File: src/rtl/spi_cfg_seq.sv
// ---------------------------------------------------------------------------
// spi_cfg_seq
//   Power-on configuration sequencer for a register-mapped SPI device.
//   On a start pulse it streams every entry of a constant register table to a
//   downstream SPI master as write commands {rw=1, addr, data}, waits for the
//   final frame to drain, and then (optionally) reads every register back and
//   compares it with the table, flagging the first failing address.
//
//   Optional feature macro: SPI_CFG_READBACK_EN
//     defined   -> readback path (RD_REQ/RD_WAIT), compare and 10-bit timeout
//     undefined -> write-only sequencer; err/err_addr tied low and
//                  read_valid/read_data are unused
// ---------------------------------------------------------------------------
module spi_cfg_seq #(
  parameter int RW_FLAG    = 1,
  parameter int ADDR_WIDTH = 3,
  parameter int DATA_WIDTH = 8,
  parameter int CMD_WIDTH  = RW_FLAG + ADDR_WIDTH + DATA_WIDTH,
  parameter int NUM_REGS   = 8,
  parameter logic [NUM_REGS*DATA_WIDTH-1:0] INIT_DATA = '0
) (
  input  logic                  clk,
  input  logic                  rst_n,
  input  logic                  start,
  output logic                  busy,
  output logic                  done,
  output logic                  err,
  output logic [ADDR_WIDTH-1:0] err_addr,
  output logic                  cmd_valid,
  input  logic                  cmd_ready,
  output logic [CMD_WIDTH-1:0]  cmd_data,
  input  logic                  read_valid,
  input  logic [DATA_WIDTH-1:0] read_data
);

  // Sequencer states; the read states are only reachable with readback built in.
  typedef enum logic [2:0] {
    IDLE,
    WR_REQ,
    WR_DRAIN,
    RD_REQ,
    RD_WAIT,
    DONE
  } state_t;

  localparam int TBL_DEPTH = 1 << ADDR_WIDTH;
  localparam logic [ADDR_WIDTH-1:0] LAST_IDX = ADDR_WIDTH'(NUM_REGS - 1);

  state_t                  state;
  logic [ADDR_WIDTH-1:0]   idx;
  logic [ADDR_WIDTH-1:0]   idx_inc;
  logic                    drain_hold;

  // NOTE: the register table is a constant decoded from INIT_DATA, not storage,
  // so it needs no reset; it is padded with zeros up to the full address space
  // so any idx value indexes a defined entry.
  logic [DATA_WIDTH-1:0]   init_tbl [TBL_DEPTH];

  for (genvar g = 0; g < TBL_DEPTH; g++) begin : g_tbl
    if (g < NUM_REGS) begin : g_used
      assign init_tbl[g] = INIT_DATA[g*DATA_WIDTH +: DATA_WIDTH];
    end else begin : g_pad
      assign init_tbl[g] = '0;
    end
  end

  assign idx_inc = idx + ADDR_WIDTH'(1);

  // Pack one command word as {rw, addr, data}.
  function automatic logic [CMD_WIDTH-1:0] make_cmd(
    input logic                  rw,
    input logic [ADDR_WIDTH-1:0] addr,
    input logic [DATA_WIDTH-1:0] data
  );
    return CMD_WIDTH'({RW_FLAG'(rw), addr, data});
  endfunction

`ifdef SPI_CFG_READBACK_EN
  localparam int TMO_WIDTH = 10;
  logic [TMO_WIDTH-1:0] tmo_cnt;
`else
  // Write-only build: no readback, so no error can ever be raised.
  assign err      = 1'b0;
  assign err_addr = '0;

  logic unused_rd;
  assign unused_rd = ^{read_valid, read_data};
`endif

  // Sequencer FSM: walks the table, drives the command port and all flags.
  // NOTE: every register here uses non-blocking assignment so that all
  // next-state decisions read the values from the start of the cycle.
  always_ff @(posedge clk or negedge rst_n) begin
    if (!rst_n) begin
      state      <= IDLE;
      idx        <= '0;
      drain_hold <= 1'b0;
      cmd_valid  <= 1'b0;
      cmd_data   <= '0;
      busy       <= 1'b0;
      done       <= 1'b0;
`ifdef SPI_CFG_READBACK_EN
      tmo_cnt    <= '0;
      err        <= 1'b0;
      err_addr   <= '0;
`endif
    end else begin
      done <= 1'b0;

      case (state)
        IDLE: begin
          if (start) begin
            // Accepted start: clear the previous run's error and launch entry 0.
            state     <= WR_REQ;
            idx       <= '0;
            busy      <= 1'b1;
            cmd_valid <= 1'b1;
            cmd_data  <= make_cmd(1'b1, '0, init_tbl[0]);
`ifdef SPI_CFG_READBACK_EN
            err       <= 1'b0;
            err_addr  <= '0;
`endif
          end
        end

        WR_REQ: begin
          // cmd_valid is high throughout this state, so ready alone is the handshake.
          if (cmd_ready) begin
            if (idx == LAST_IDX) begin
              state      <= WR_DRAIN;
              cmd_valid  <= 1'b0;
              cmd_data   <= '0;
              drain_hold <= 1'b1;
            end else begin
              idx      <= idx_inc;
              cmd_data <= make_cmd(1'b1, idx_inc, init_tbl[idx_inc]);
            end
          end
        end

        WR_DRAIN: begin
          // The first cycle after the last handshake may still show the
          // master's stale ready, so ready only counts from the second cycle.
          if (drain_hold) begin
            drain_hold <= 1'b0;
          end else if (cmd_ready) begin
`ifdef SPI_CFG_READBACK_EN
            state     <= RD_REQ;
            idx       <= '0;
            cmd_valid <= 1'b1;
            cmd_data  <= make_cmd(1'b0, '0, '0);
`else
            state     <= DONE;
            done      <= 1'b1;
`endif
          end
        end

`ifdef SPI_CFG_READBACK_EN
        RD_REQ: begin
          if (cmd_ready) begin
            state     <= RD_WAIT;
            cmd_valid <= 1'b0;
            cmd_data  <= '0;
            tmo_cnt   <= '0;
          end
        end

        RD_WAIT: begin
          if (read_valid) begin
            // Only the first mismatch is recorded; the sequence keeps going.
            if ((read_data != init_tbl[idx]) && !err) begin
              err      <= 1'b1;
              err_addr <= idx;
            end
            if (idx == LAST_IDX) begin
              state <= DONE;
              done  <= 1'b1;
            end else begin
              state     <= RD_REQ;
              idx       <= idx_inc;
              cmd_valid <= 1'b1;
              cmd_data  <= make_cmd(1'b0, idx_inc, '0);
            end
          end else if (tmo_cnt == '1) begin
            // Read never came back: give up on the rest of the table.
            if (!err) begin
              err      <= 1'b1;
              err_addr <= idx;
            end
            state <= DONE;
            done  <= 1'b1;
          end else begin
            tmo_cnt <= tmo_cnt + TMO_WIDTH'(1);
          end
        end
`endif

        DONE: begin
          state <= IDLE;
          busy  <= 1'b0;
        end

        default: begin
          state     <= IDLE;
          busy      <= 1'b0;
          cmd_valid <= 1'b0;
          cmd_data  <= '0;
        end
      endcase
    end
  end

endmodule

File: config.mk
export PLATFORM = sky130hd
export DESIGN_NAME = spi_cfg_seq
export DESIGN_NICKNAME = d
export VERILOG_FILES = /design/src/rtl/spi_cfg_seq.sv
export SDC_FILE = /design/constraint.sdc
export NUM_CORES = 1
export LEC_CHECK = 0
export BUFFER_PORTS_ARGS = -buffer_cell sky130_fd_sc_hd__buf_4
export CAP_MARGIN = 40
export CORE_ASPECT_RATIO = 1.25
export CORE_MARGIN = 3
export CORE_UTILIZATION = 42
export DETAILED_ROUTE_END_ITERATION = 6
export PLACE_DENSITY = 0.79
export SLEW_MARGIN = 20
export SYNTH_ARGS = -nofsm -noshare
export SYNTH_HDL_FRONTEND = slang
export SYNTH_SLANG_ARGS = --single-unit
File: constraint.sdc
create_clock -name clk -period 1.5 [get_ports clk]
set_input_delay 0.225 -clock clk [delete_from_list [all_inputs] [get_ports clk]]
set_output_delay 0.225 -clock clk [all_outputs]
set_load 0.1 [all_outputs]
==> impl_metrics.csv, run 1 <==
group,metric,value,unit
logic_synthesis,async_flop_share,100,%
status,failed_checks,"negative setup slack",
clock_tree,cts_tree,"yes",
grt,busiest_layer,"met2",
critical_path,cp_max_fo,3,
die,die-width,45.1,um
logic_synthesis,syn_inst,73,
detailed_routing,post-route-drc-count,0,
sta,clock.fmax,660,MHz
detailed_routing,vias,564,
sta,final_max_slew_viol_count,0,
logic_synthesis,synthMuxAreaShare,8.24,%
cells_and_area,num-fill-cells,173,
logic_synthesis,ys_ff_latch,14,
grt,track_usage,12.7,%
place,port_buffers,10,
logic_synthesis,synthAdderAreaFrac,3.11,%
die,placementRows,17,
logic_synthesis,synth_flop_cell,"dfrtp_1",
logic_synthesis,yosysWarnings,0,
grt,grt_pass1_vias,483,
power,cellLeakagePower,0.503,nW
logic_synthesis,yosys.area_share.xor_xnor,0,%
die,coreArea,1790,um^2
grt,met3_usage,2.27,%
min_path,min_path_type,"in -> reg",
place,dp_slack,-0.0135,ns
logic_synthesis,synthSimpleGateAreaFrac,15.1,%
sta,rsz0062_at_grt,"true",
power,cellPowerDensity,2250,nW/um^2
cells_and_area,antennaDiodeCount,0,
logic_synthesis,yosysUniqueCellTypes,32,
cells_and_area,final_util,55.9,%
logic_synthesis,synth-compound-area-share,14.6,%
clock_tree,cts_sinks,14,
cells_and_area,syn_to_final_growth,24.1,%
logic_synthesis,synth_top_family_by_area,"simple AND/OR/NAND/NOR gates",
power,power,0.00225,W
cells_and_area,seq_area,352,um^2
critical_path,cp.arrival,1.68,ns
die,ios,32,
sta,finalCritPeriodShare,101,%
logic_synthesis,synth_edf_count,0,
clock_tree,clock_latency,0.27,ns
grt,grt.met1_usage,16.6,%
detailed_routing,drt_iter0_drc,5,
flow_run,cap_violations,0,
detailed_routing,route.detailed.wl_per_inst,12.7,um
clock_tree,clk_pin_slew,0.09,ns
sta,fin_crit,1.52,ns
critical_path,crit_required,1.67,ns
detailed_routing,routed_wl,1.46,mm
grt,grt_max_degree,15,
detailed_routing,vias_per_cell,4.90,
clock_tree,post_cts.repair.setup_buffers,0,
place,dpl.hpwl,1.08,mm
logic_synthesis,ys_seq_area_share,43.5,%
sta,timing.final.ws_setup,-0.0159,ns
die,die_area,2480,um^2
grt,grt_antenna_before_repair,0,
logic_synthesis,postSynthAreaPerCell,11.0,um^2
place,gp_congestion,0.804,
sta,hold_viol,0,
sta,skew,0.00290,ns
grt,grt_pass1_wl,2.24,mm
detailed_routing,dr.pass1.iters,4,
critical_path,critPathCaptureType,"register",
cells_and_area,multi_input_area,404,um^2
status,status,"finished, violations left",
cells_and_area,num-nets-final,112,
power,ir_drop,1.26,mV
clock_tree,htree_levels,1,
grt,met2_usage,19.3,%
cells_and_area,drive_above_1_share,38.5,%
logic_synthesis,synth_area,805,um^2
detailed_routing,ant_nets,0,
sta,finalSetupViolCount,1,
clock_tree,clock_tree.root_cell,"clkbuf_4",
critical_path,critPathKind,"reg -> reg",
clock_tree,cts_buffer_depth,2,
die,start_util,45.0,%
die,die_h,54.9,um
grt,grt-ovfl-total,0,
clock_tree,numCtsBuffers,3,
critical_path,startpoint_type,"register",
==> kinds of logic after synthesis <==
logic type	after synthesis
buffers and inverters	19
AND/OR/NAND/NOR	18
AO/OA/AOI/OAI	14
flip-flops	14
multiplexers	5
adder cells (fa/ha/maj)	2
other	1
==> state kept, by name, indices dropped and copies added (netlist names) <==
name        flops
cmd_data        4
state           3
done            1
busy            1
idx             3
drain_hold      1
cmd_valid       1
==> stage by stage <==
stage | area [um^2] | hold WS (ns) | TNS [ns] | cells
2_1_floorplan | 861 | -0.0706 | 0 | 84
3_3_place_gp | 937 | 0.0823 | -0.00623 | 110
3_5_place_dp | 937 | 0.0843 | -0.0171 | 110
4_1_cts | 995 | 0.228 | -0.0109 | 115
5_1_grt | 998 | 0.243 | -0.276 | 115
6_report | 998 | 0.232 | -0.0159 | 115
==> cell usage in the layout (no fill, tap or decap), types with 2 or more instances in the layout <==
| cell type | instances |
|---|---|
| nor4b_1 | 2 |
| nand2b_1 | 2 |
| clkbuf_4 | 3 |
| nor2b_1 | 2 |
| dfrtp_1 | 13 |
| inv_1 | 5 |
| o21ai_0 | 4 |
| buf_4 | 20 |
| conb_1 | 12 |
| and3_1 | 2 |
| mux2_4 | 4 |
==> per-layer routing <==
metal / share of wire, % / wire, um
met1: 46 / 677
met5: 0 / 0
met4: 1.0 / 15
met3: 3.8 / 55
met2: 49 / 713
==> repair_timing <==
action | CTS | global route
hold buffers | 1 | 0
gates resized for setup | 2 | 2
endpoints found under the setup margin | 3 | 7
pin swaps | 1 | 0
endpoints found under the hold margin | 14 | 0
==> area by class of cell <==
class	instances	share of cell area [%]
Clock buffer	4	3.63
Multi-Input combinational cell	51	40.5
Inverter	6	2.26
Timing Repair Buffer	21	16.0
Tap cell	19	2.38
Sequential cell	14	35.2
==> where the power goes <==
group / switching [W] / internal [W]
Sequential: 0.0000907 / 0.000500
Clock: 0.000122 / 0.000147
Combinational: 0.000926 / 0.000461
==> critical path: stages, from the launching register on <==
cell and delay, ns:
dfrtp_1 0.39, ha_2 0.20, ha_4 0.17, nand3b_1 0.16, a21boi_2 0.18, mux2_4 0.31
==> worst paths after layout <==
path	from	endpoint	slack, ns	depth (start not counted)
setup / recovery	idx[0]$_DFFE_PN0P_	idx[2]$_DFFE_PN0P_	-0.02	5
hold / removal	start	cmd_valid$_DFFE_PN0P_	0.23	3
setup reg to reg	idx[0]$_DFFE_PN0P_	idx[2]$_DFFE_PN0P_	-0.02	5
max in group asynchronous	rst_n	state[1]$_DFFE_PN0P_	0.99	2
hold reg to reg	cmd_data[9]$_DFFE_PN0P_	cmd_data[9]$_DFFE_PN0P_	0.53	1
min in group asynchronous	rst_n	cmd_data[10]$_DFFE_PN0P_	0.33	2
==> Yosys cell counts, types with 2 or more instances <==
| library cell | n | area share [%] |
|---|---|---|
| dfrtp_1 | 14 | 44 |
| buf_4 | 13 | 12 |
| inv_1 | 5 | 2.3 |
| o21ai_0 | 5 | 3.1 |
| mux2_4 | 3 | 5.6 |
| nor4b_1 | 3 | 3.3 |
| and3_1 | 2 | 1.6 |
| ha_1 | 2 | 3.1 |
| nand2b_1 | 2 | 1.6 |
| nor2b_1 | 2 | 1.6 |
No activity file was read; power rests on OpenSTA's default activity.
==> run 2, diff against run 1 <==
--- a/config.mk
+++ b/config.mk
@@ -7,7 +7,7 @@
 export LEC_CHECK = 0
 export BUFFER_PORTS_ARGS = -buffer_cell sky130_fd_sc_hd__buf_4
 export CAP_MARGIN = 40
-export CORE_ASPECT_RATIO = 1.25
+export CORE_ASPECT_RATIO = 1.4
 export CORE_MARGIN = 3
 export CORE_UTILIZATION = 42
 export DETAILED_ROUTE_END_ITERATION = 6
==> impl_metrics.csv, run 2 (same netlist as run 1, synthesis figures left out) <==
group,metric,value,unit
critical_path,cp.arrival,1.70,ns
sta,clock.fmax,656,MHz
cells_and_area,largest_register_ffs,4,
grt,track_usage,13.0,%
clock_tree,cts_tree,"yes",
sta,finalCritPeriodShare,102,%
detailed_routing,vias,569,
die,ios,32,
die,start_util,45.2,%
cells_and_area,instances_no_fill,114,
detailed_routing,dr.pass1.iters,4,
grt,grt-ovfl-total,0,
clock_tree,numCtsBuffers,3,
die,die_area,2480,um^2
status,status,"finished, violations left",
power,ir_drop,1.70,mV
sta,fin_crit,1.53,ns
sta,hold_viol,0,
sta,rsz0062_at_grt,"true",
critical_path,critPathCaptureType,"register",
power,cellPowerDensity,2280,nW/um^2
place,dp.cells,109,
cells_and_area,syn_to_final_growth,21.9,%
detailed_routing,post-route-drc-count,0,
place,dpl.hpwl,1.16,mm
sta,timing.final.ws_setup,-0.0251,ns
clock_tree,htree_levels,1,
detailed_routing,routed_wl,1.51,mm
critical_path,startpoint_type,"register",
critical_path,rr_startpoint,"idx[1]$_DFFE_PN0P_",
critical_path,slowest_delay,0.40,ns
min_path,min_path_type,"in -> reg",
die,placementRows,18,
critical_path,cp_max_fo,4,
clock_tree,cts_buffer_depth,2,
cells_and_area,antennaDiodeCount,0,
clock_tree,clk_pin_slew,0.08,ns
detailed_routing,drt_iter0_drc,8,
sta,hold_slack,0.207,ns
critical_path,worstSetupStartpoint,"idx[1]$_DFFE_PN0P_",
sta,final_max_slew_viol_count,0,
sta,finalSetupViolCount,2,
cells_and_area,top_regs,"cmd_data x4, idx x3, state x3",
cells_and_area,layout_commonest_cell,"buf_4",
clock_tree,clock_tree.root_cell,"clkbuf_4",
min_path,hold_start,"start",
detailed_routing,ant_nets,0,
power,cellLeakagePower,0.491,nW
cells_and_area,num-nets-final,110,
sta,skew,0.00242,ns
flow_run,cap_violations,0,
detailed_routing,route.detailed.wl_per_inst,13.3,um
die,die_h,57.8,um
die,die-width,43.0,um
grt,grt_max_degree,15,
place,gp_congestion,0.773,
cells_and_area,layout_common_cells,"buf_4 (18), dfrtp_1 (13), conb_1 (12)",
critical_path,r2r_slack,-0.03,ns
critical_path,path_cells,"ha_2 > ha_4 > nand3b_1 > a21boi_2 > mux2_4",
cells_and_area,num-fill-cells,158,
cells_and_area,seq_area,352,um^2
cells_and_area,registers.top_by_ff_count,"cmd_data",
critical_path,crit_required,1.68,ns
cells_and_area,drive_above_1_share,36.2,%
die,coreArea,1780,um^2
grt,grt_antenna_before_repair,0,
critical_path,critPathKind,"reg -> reg",
clock_tree,clock_latency,0.29,ns
place,port_buffers,10,
critical_path,cp_num_buf_inv,0,
clock_tree,cts_sinks,14,
critical_path,cp_slowest_cell,"dfrtp_1",
detailed_routing,vias_per_cell,4.99,
grt,grt_pass1_wl,2.42,mm
cells_and_area,multi_input_area,400,um^2
grt,grt_pass1_vias,572,
status,failed_checks,"negative setup slack",
critical_path,critPathTopFamily,"flip-flops",
[run 2: cell types whose count changed in the layout (fill, tap and decap cells not counted), sizes merged]
| cell | previous run | this run |
|---|---|---|
| buf | 20 | 18 |
[run 2: path summary, 6_finish.rpt]
path	end	cells after the start
max	idx[2]$_DFFE_PN0P_	5
min reg2reg	cmd_data[10]$_DFFE_PN0P_	1
max reg2reg	idx[2]$_DFFE_PN0P_	5
max in group asynchronous	state[1]$_DFFE_PN0P_	2
min in group asynchronous	cmd_data[9]$_DFFE_PN0P_	2
min	cmd_valid$_DFFE_PN0P_	3
[run 2: timing repair]
action / 4_1_cts / 5_1_grt
setup endpoints to repair: 5 / 8
hold endpoints to repair: 14 / 0
pin swaps: 1 / 1
hold buffers: 1 / 0
setup buffers: 0 / 0
resized for setup: 2 / 1
[run 2: per-layer routing]
| layer | track usage [%] | routed length [um] | share of wire, % |
|---|---|---|---|
| met3 | 1.86 | 80 | 5.3 |
| met1 | 14.5 | 595 | 39 |
| met2 | 23.4 | 802 | 53 |
| met5 | 0 | 0 | 0 |
| met4 | 6.90 | 34 | 2.2 |
[run 2: final cells by class]
| type | instances | area share, % |
|---|---|---|
| multi-input combinational | 51 | 40.8 |
| clock buffer | 4 | 3.70 |
| inverter | 6 | 2.30 |
| sequential | 14 | 35.8 |
| timing repair buffer | 19 | 14.8 |
| tap | 20 | 2.55 |
[run 2: report_power, final]
group | switching [W] | total, W | leakage (nW) | internal (W)
clock network | 0.000126 | 0.000274 | 0.0210 | 0.000148
logic | 0.000922 | 0.00137 | 0.305 | 0.000445
registers | 0.0000910 | 0.000591 | 0.166 | 0.000500
total | 0.00114 | 0.00223 | 0.491 | 0.00109
[run 2: tightest hold or removal path, cell delays in order]
cell and delay, ns:
buf_4 0.09, a32oi_1 0.08, o21ai_0 0.06
[run 2: per-stage QoR]
step,instance area (um^2),utilization (%),TNS (ns),power (W),worst slack [ns]
finish,981,55.1,-0.0327,0.00223,-0.0251
global route,981,55.1,-0.402,0.00235,-0.0826
detailed placement,923,51.9,-0.0390,0.00195,-0.0262
global placement,923,51.9,-0.0104,0.00192,-0.0104
CTS,981,55.1,-0.0381,0.00224,-0.0240
floorplan,861,-,0,0.00167,0.0105
